<file path="src/rtl/synapse_pkg.sv">
// Shared constants and width helpers for the synapse scheduler / MAC accumulator pair.
package synapse_pkg;

    localparam logic [1:0] SEL_ADD  = 2'b01;
    localparam logic [1:0] SEL_SUB  = 2'b10;
    localparam logic [1:0] SEL_SKIP = 2'b00;

    localparam int CTRL_FIRST = 1;
    localparam int CTRL_LAST  = 0;

    function automatic int sel_width(input bit is_rc);
        return is_rc ? 2 : 1;
    endfunction

    function automatic int token_width(input int sw, input int na);
        return 2 + sw + $clog2(na);
    endfunction

endpackage

</file>
<file path="src/rtl/synapse_weight_ram.sv">
// NA x WW weight store: one write port, one synchronous read port, old data on collision.
module synapse_weight_ram #(
    parameter int NA  = 4,
    parameter int WW  = 8,
    parameter int AAW = $clog2(NA)
) (
    input  logic           clk,
    input  logic           we,
    input  logic [AAW-1:0] waddr,
    input  logic [WW-1:0]  wdata,
    input  logic [AAW-1:0] raddr,
    output logic [WW-1:0]  rdata
);

    logic [WW-1:0] mem [NA];

    always_ff @(posedge clk) begin
        if (we) begin
            mem[waddr] <= wdata;
        end
        rdata <= mem[raddr];
    end

endmodule

</file>
<file path="src/rtl/synapse_maccum.sv">
// Differential multiply-accumulate stage: fetches one weight per token, adds/subtracts/skips it,
// and emits the finished sum through a valid/ready register slice.
module synapse_maccum
    import synapse_pkg::*;
#(
    parameter int    NA   = 4,
    parameter string TYPE = "rc",
    parameter int    WW   = 8,
    parameter int    AW   = WW + $clog2(NA) + 1,
    localparam int   AAW  = $clog2(NA),
    localparam int   SW   = sel_width(TYPE == "rc"),
    localparam int   TW   = token_width(SW, NA)
) (
    input  logic           iCLK,
    input  logic           iRST,
    input  logic           iValid_AM,
    output logic           oReady_AM,
    input  logic [TW-1:0]  iData_AM,
    input  logic           iWe,
    input  logic [AAW-1:0] iWAddr,
    input  logic [WW-1:0]  iWData,
    output logic           oValid_BM,
    input  logic           iReady_BM,
    output logic [AW-1:0]  oData_BM
);

    logic [1:0]     tok_ctrl;
    logic [SW-1:0]  tok_sel;
    logic [AAW-1:0] tok_addr;

    assign {tok_ctrl, tok_sel, tok_addr} = iData_AM;

    logic           s1_valid;
    logic           s1_first;
    logic           s1_last;
    logic [SW-1:0]  s1_sel;
    logic [AAW-1:0] s1_addr;

    logic           out_valid;
    logic [AW-1:0]  out_data;

    logic           stall;
    logic           accept;
    logic           fire;
    logic [AAW-1:0] raddr;
    logic [WW-1:0]  rdata;

    logic signed [AW-1:0] acc;
    logic signed [AW-1:0] wext;
    logic signed [AW-1:0] term;
    logic signed [AW-1:0] base;
    logic signed [AW-1:0] acc_next;

    // Only a finished sum that cannot drain blocks the pipe; partial sums keep flowing.
    assign stall     = s1_valid && s1_last && out_valid && !iReady_BM;
    assign oReady_AM = !stall;
    assign accept    = iValid_AM && !stall;
    assign fire      = s1_valid && !stall;
    // Re-reading the held address keeps the RAM output aligned with S1 through a stall.
    assign raddr     = stall ? s1_addr : tok_addr;

    synapse_weight_ram #(
        .NA (NA),
        .WW (WW),
        .AAW(AAW)
    ) u_ram (
        .clk  (iCLK),
        .we   (iWe),
        .waddr(iWAddr),
        .wdata(iWData),
        .raddr(raddr),
        .rdata(rdata)
    );

    assign wext = {{(AW - WW){rdata[WW-1]}}, rdata};

    generate
        if (SW == 2) begin : g_rc
            always_comb begin
                term = '0;
                case (s1_sel)
                    SEL_ADD: term = wext;
                    SEL_SUB: term = -wext;
                    default: term = '0;
                endcase
            end
        end else begin : g_sc
            always_comb begin
                term = '0;
                if (s1_sel[0]) begin
                    term = wext;
                end
            end
        end
    endgenerate

    assign base     = s1_first ? '0 : acc;
    assign acc_next = base + term;

    always_ff @(posedge iCLK) begin
        if (iRST) begin
            s1_valid  <= 1'b0;
            s1_first  <= 1'b0;
            s1_last   <= 1'b0;
            s1_sel    <= '0;
            s1_addr   <= '0;
            acc       <= '0;
            out_valid <= 1'b0;
            out_data  <= '0;
        end else begin
            if (!stall) begin
                s1_valid <= accept;
                if (accept) begin
                    s1_first <= tok_ctrl[CTRL_FIRST];
                    s1_last  <= tok_ctrl[CTRL_LAST];
                    s1_sel   <= tok_sel;
                    s1_addr  <= tok_addr;
                end
            end

            if (fire) begin
                acc <= s1_last ? '0 : acc_next;
            end

            if (out_valid && iReady_BM) begin
                out_valid <= 1'b0;
            end
            if (fire && s1_last) begin
                out_valid <= 1'b1;
                out_data  <= acc_next;
            end
        end
    end

    assign oValid_BM = out_valid;
    assign oData_BM  = out_data;

endmodule

</file>
<file path="config.mk">
export PLATFORM = sky130hd
export DESIGN_NAME = synapse_maccum
export DESIGN_NICKNAME = d
export VERILOG_FILES = /design/src/rtl/synapse_pkg.sv /design/src/rtl/synapse_weight_ram.sv /design/src/rtl/synapse_maccum.sv
export SDC_FILE = /design/constraint.sdc
export NUM_CORES = 1
export LEC_CHECK = 0
export BUFFER_PORTS_ARGS = -buffer_cell sky130_fd_sc_hd__buf_2
export CORE_ASPECT_RATIO = 1.1
export CORE_MARGIN = 2
export CORE_UTILIZATION = 30
export CTS_BUF_LIST = sky130_fd_sc_hd__clkbuf_16
export CTS_CLUSTER_DIAMETER = 80
export DETAILED_ROUTE_END_ITERATION = 6
export GPL_TIMING_DRIVEN = 0
export SYNTH_ARGS = -nofsm -noshare
export SYNTH_HDL_FRONTEND = slang
export SYNTH_SLANG_ARGS = --single-unit
</file>
<file path="constraint.sdc">
create_clock -name iCLK -period 4.2 [get_ports iCLK]
set_input_delay 0.42 -clock iCLK [delete_from_list [all_inputs] [get_ports iCLK]]
set_output_delay 0.42 -clock iCLK [all_outputs]
set_load 0.03 [all_outputs]
</file>
==> impl_metrics.toml, run 1 <==
[synthesis]
synthDominantCellAreaShare_pct = 28.3
syn-cell-area_um2 = 3390
synth_cell_type_count = 61
ys_async_sr_fraction_pct = 0
synth-edff-count = 32
ys.flop_type = "dfxtp_1"
netlist_top_cells_area = "edfxtp_1, dfxtp_1, ha_1"
yosysWarnings = 0
yosysTopAreaCell = "edfxtp_1"
synth_fp_nets = 348
syn_inst = 313
synth.avg_cell_area_um2 = 10.8
ys_ff_latch = 70
yosysSeqAreaShare_pct = 50.8

[die]
pin_count = 34
die_w_um = 105
dieArea_um2 = 12200
fp.dieH_um = 116
core_um2 = 11000
start_util_pct = 30.9
num_rows = 40

[place]
placedCellCount = 491
hpwl_um = 5070
place_area_um2 = 3730
gp_congestion = 0.923
pre_cts_slack_ns = 0.848
numPortBuffers = 31

[grt]
grt_max_degree = 15
overflow = 0
track_usage_pct = 12.2
grt_first_pass_wirelength_um = 11600
antenna_found_initial = 0
grt_pass1_vias = 2433

[layout]
stdcell_area_um2 = 4040
nets = 390
mostFrequentLayoutCell = "dfxtp_1"
area_growth_pct = 19.1
utilization_pct = 36.8
instances_no_fill = 507
layout_common_cells = "dfxtp_1, buf_2, edfxtp_1, a21oi_1, nand2_1"
n_antenna_cell = 0
final_layout_size_suffix_gt1_share_pct = 18.6

[routing]
wire_per_inst_um = 13.4
drtIter0Drc = 131
wl_um = 6800
ant_nets = 0
via_count = 2493
routed_via_density = 4.92
drc = 0
drt-pass1-iter-count = 4

[power_and_ir_drop]
intPower_mw = 1.26
p_sw_uw = 381
p_leak_nw = 1.59
power.density_nw_per_um2 = 405
combPwrFrac_pct = 6.7
netSwitchingFraction_pct = 23.3
pwr-share-clk_pct = 46.8
total_power_mw = 1.64
ir_worst_vdd_mv = 0.325
seqPwrFrac_pct = 46.5

[critical_path]
worstPathMaxFanout = 10
reg2reg_depth = 12
r2r_end = "oData_BM[10]"
critical_path_arrival_ns = 3.63
cp-start-kind = "register"
critPathKind = "register to register"
required_ns = 4.47
end_kind = "register"
r2r_slack_ns = 0.84
regToRegStartpoint = "u_ram.rdata[2]"

[worst_hold_path]
min_from = "iWData[1]"
min_to = "u_ram.mem[2][1]"
holdPathStages = 1
hp-class = "input pin to register"

[sta]
skew_ns = 0.00466
slew_headroom_pct = 42.5
rsz0062_at_grt = "false"
layout_setup_ws_ns = 0.843
post-route-min-period_ns = 3.36
whs_ns = 0.298
finalSetupViolCount = 0
finalHoldViolations = 0
finalSetupTns_ns = 0
tightest_slew_ns = 0.839
timing.final.crit_share_pct = 79.9
drv_slew = 0
max_freq_mhz = 298

[clock_tree]
path_clk_slew_ns = 0.06
hold_buffers = 0
h-tree-depth = 3
clock-root-buffer = "clkbuf_16"
cts_setup_buffers = 0
numCtsBuffers = 9
clk_latency_ns = 0.33
cts_tree = "yes"
numClockSinks = 70
cts_resized = 0
cts.path.max_buffers = 2

[job]
max-cap-violations = 0

[run_status]
outcome = "finished clean"
==> power groups by stage <==
stage	combinational [mW]	clock (mW)	sequential, mW
final	0.110	0.766	0.760
after global routing	0.124	0.820	0.764
after CTS	0.110	0.788	0.761
after detailed placement	0.110	0	0.775
after global placement	0.108	0	0.774
after floorplan	0.0741	0	0.773
==> cell usage after synthesis (7+ instances only) <==
cell / instances
edfxtp_1: 32
clkbuf_1: 11
nor2_1: 23
nor2b_1: 11
ha_1: 13
nand2_1: 27
inv_1: 8
o21ai_0: 11
dfxtp_1: 38
a21oi_1: 28
nand3_1: 15
nor3_1: 7
==> flip-flops by register name, summed over array words and instances, names as in the netlist <==
register and cells:
u_ram.rdata 8, s1_addr 2, s1_last 1, s1_valid 1
s1_first 1, oData_BM 11, acc 11, u_ram.mem 32
s1_sel 2, oValid_BM 1
==> routing by layer <==
metal	global-route usage (%)	share of wire [%]	up-vias
li1	-	-	1259
met4	6.13	2.9	0
met5	0	0	-
met2	19.4	46	52
met1	15.4	47	1167
met3	3.26	4.0	15
==> worst max-delay path, cell delays in order, from the launching register on <==
cell and delay, ns:
dfxtp_1 0.33, or3_1 0.38, or3_1 0.37, nor3_1 0.27
xor2_1 0.17, o21ai_0 0.10, ha_1 0.30, clkbuf_1 0.22
a21oi_1 0.17, o21ai_0 0.18, or3_1 0.33, or4_1 0.40
nand3_1 0.09
==> layout make-up <==
| class | instances | area [µm²] |
|---|---|---|
| Tap cell | 147 | 184 |
| Multi-Input combinational cell | 222 | 1590 |
| Timing Repair Buffer | 31 | 155 |
| Inverter | 9 | 33.8 |
| Buffer | 12 | 46.3 |
| Clock buffer | 9 | 225 |
| Fill cell | 1103 | 6920 |
| Clock inverter | 7 | 77.6 |
| Sequential cell | 70 | 1720 |
==> how the worst max path moves through the flow <==
stage | start | end | slack (ns) | cells after the start
after floorplan | u_ram.rdata[2] | oData_BM[10] | 1.15 | 12
after detailed placement | u_ram.rdata[2] | oData_BM[10] | 0.85 | 12
after CTS | u_ram.rdata[2] | oData_BM[10] | 0.83 | 12
after global placement | u_ram.rdata[2] | oData_BM[10] | 0.87 | 12
after global routing | u_ram.rdata[2] | oData_BM[10] | 0.59 | 12
final | u_ram.rdata[2] | oData_BM[10] | 0.84 | 12
==> logic make-up after synthesis <==
| logic type | Yosys count | share of synthesized area (%) |
|---|---|---|
| and+or+nand+nor | 116 | 18.1 |
| muxes | 12 | 7.20 |
| xor gates and xnor gates | 5 | 1.29 |
| adders and majority gates | 14 | 5.39 |
| AOI/OAI and AO/OA | 75 | 14.9 |
| buffers and inverters | 21 | 2.36 |
| DFF | 70 | 50.8 |
Note: power is estimated with default switching activity, not from simulation.
==> run 2: changes to the inputs <==
- ABC_AREA: not set -> 1
- clock period: 4.2 -> 3.41 ns (I/O delays scaled with it)
==> impl_metrics.toml, run 2 <==
[clock_tree]
cts.path.max_buffers = 2
cts_tree = "yes"
cts_resized = 0
hold_buffers = 0
clock-root-buffer = "clkbuf_16"
cts_setup_buffers = 0
path_clk_slew_ns = 0.06
clk_latency_ns = 0.33
numClockSinks = 70
numCtsBuffers = 9
h-tree-depth = 3

[routing]
drc = 0
drtIter0Drc = 119
drt-pass1-iter-count = 7
routed_via_density = 4.58
ant_nets = 0
wl_um = 7290
wire_per_inst_um = 12.1
via_count = 2755

[critical_path]
end_kind = "register"
critPathKind = "register to register"
cp-start-kind = "register"
worstPathMaxFanout = 5
r2r_slack_ns = 0.72
critical_path_arrival_ns = 2.92
cp_slowest_cell = "dfxtp_1"
required_ns = 3.64
cp_slowest_stage_delay_ns = 0.32
path_cells = "inv_1 -> ha_1 -> inv_1 -> nor2_1 -> nand2_1 -> o31ai_1 -> nand3_1 -> a21oi_1 -> ha_1 -> a21oi_1 -> nor3_1 -> nor2_1 -> nand4_1 -> nand3_1 -> nand2_1 -> nand2_1 -> inv_1"

[worst_hold_path]
hp-class = "input pin to register"

[sta]
rsz0062_at_grt = "false"
finalSetupViolCount = 0
post-route-min-period_ns = 2.69
skew_ns = 0.00555
max_freq_mhz = 372
whs_ns = 0.220
slew_headroom_pct = 16.6
timing.final.crit_share_pct = 78.7
finalSetupTns_ns = 0
finalHoldViolations = 0
drv_slew = 0
tightest_slew_ns = 1.24

[die]
pin_count = 34
dieArea_um2 = 12100
start_util_pct = 30.8
die_w_um = 105
fp.dieH_um = 115
num_rows = 40
core_um2 = 10900

[grt]
grt_first_pass_wirelength_um = 12400
track_usage_pct = 13.1
grt_pass1_vias = 2674
antenna_found_initial = 0
overflow = 0
grt_max_degree = 14

[synthesis]
synth.avg_cell_area_um2 = 8.33
yosysWarnings = 0
synth-edff-count = 32
ys.flop_type = "dfxtp_1"
netlist_top_cells_area = "edfxtp_1, dfxtp_1, nand2_1"
synth_cell_type_count = 36
ys_ff_latch = 70
yosysTopAreaCell = "edfxtp_1"
synth_fp_nets = 438
ys_async_sr_fraction_pct = 0
yosysSeqAreaShare_pct = 51.3
yosysMostFrequentCell = "nand2_1"
synthDominantCellAreaShare_pct = 28.6
yosys-top-cells-count = "nand2_1, nor2_1, inv_1"
syn_inst = 403
syn-cell-area_um2 = 3360

[layout]
layout_common_cells = "nand2_1, nor2_1, inv_1, dfxtp_1, buf_2"
final_layout_size_suffix_gt1_share_pct = 14.1
mostFrequentLayoutCell = "nand2_1"
nets = 484
largest_reg_flops = 32
nFillCells = 1140
top_register = "u_ram.mem"
area_growth_pct = 20.4
n_antenna_cell = 0

[job]
max-cap-violations = 0

[power_and_ir_drop]
power.density_nw_per_um2 = 524
p_leak_nw = 1.74
ir_worst_vdd_mv = 0.501

[place]
numPortBuffers = 33
hpwl_um = 5460
gp_congestion = 0.845

[run_status]
outcome = "finished clean"
run 2: through the flow:
stage | std cells | util (%) | instance area (µm²) | power [mW] | worst slack, ns
floorplan | 403 | - | 3360 | 1.08 | 1.11
global placement | 583 | 34.0 | 3710 | 1.14 | 0.746
detailed placement | 583 | 34.0 | 3710 | 1.14 | 0.733
CTS | 599 | 36.9 | 4030 | 2.14 | 0.714
global route | 601 | 37.1 | 4040 | 2.21 | 0.377
finish | 601 | 37.1 | 4040 | 2.12 | 0.725
run 2: cell families after synthesis:
group	share of synthesized area [%]
AOI/OAI and AO/OA	13.4
DFF	51.3
buffers and inverters	8.05
adders and majority gates	5.44
and+or+nand+nor	20.6
xor gates and xnor gates	1.30
run 2: area by class of cell:
class                           count  area [µm²]  area share (%)
Multi-Input combinational cell    267        1370            33.8
Buffer                              9        53.8            1.33
Tap cell                          147         184            4.55
Inverter                           57         216            5.35
Sequential cell                    70        1720            42.6
Clock inverter                      7        97.6            2.41
Clock buffer                        9         225            5.57
Timing Repair Buffer               35         178            4.39
run 2: critical path: cells and delay by family (launching register included):
family	cells	cell delay (ns)
simple gates	9	0.94
compound gates	3	0.70
fa+ha+maj	2	0.46
flops	1	0.32
buf+inv	3	0.16
run 2: path summary, 6_finish.rpt:
path                   from              end  cells after the start
min reg2reg          acc[3]           acc[3]                      2
max reg2reg  u_ram.rdata[0]      oData_BM[9]                     17
min               iWData[3]  u_ram.mem[1][3]                      1
max          u_ram.rdata[0]      oData_BM[9]                     17
run 2: layer usage:
metal	up-vias	wire, µm	track usage (%)
li1	1427	-	-
met1	1252	3320	15.6
met2	71	3570	22.6
met3	5	342	3.80
met4	0	57	4.80
met5	-	0	0
run 2: power breakdown:
| group | switching, mW | internal (mW) |
|---|---|---|
| sequential | 0.0178 | 0.920 |
| combinational | 0.122 | 0.0608 |
| clock | 0.355 | 0.643 |
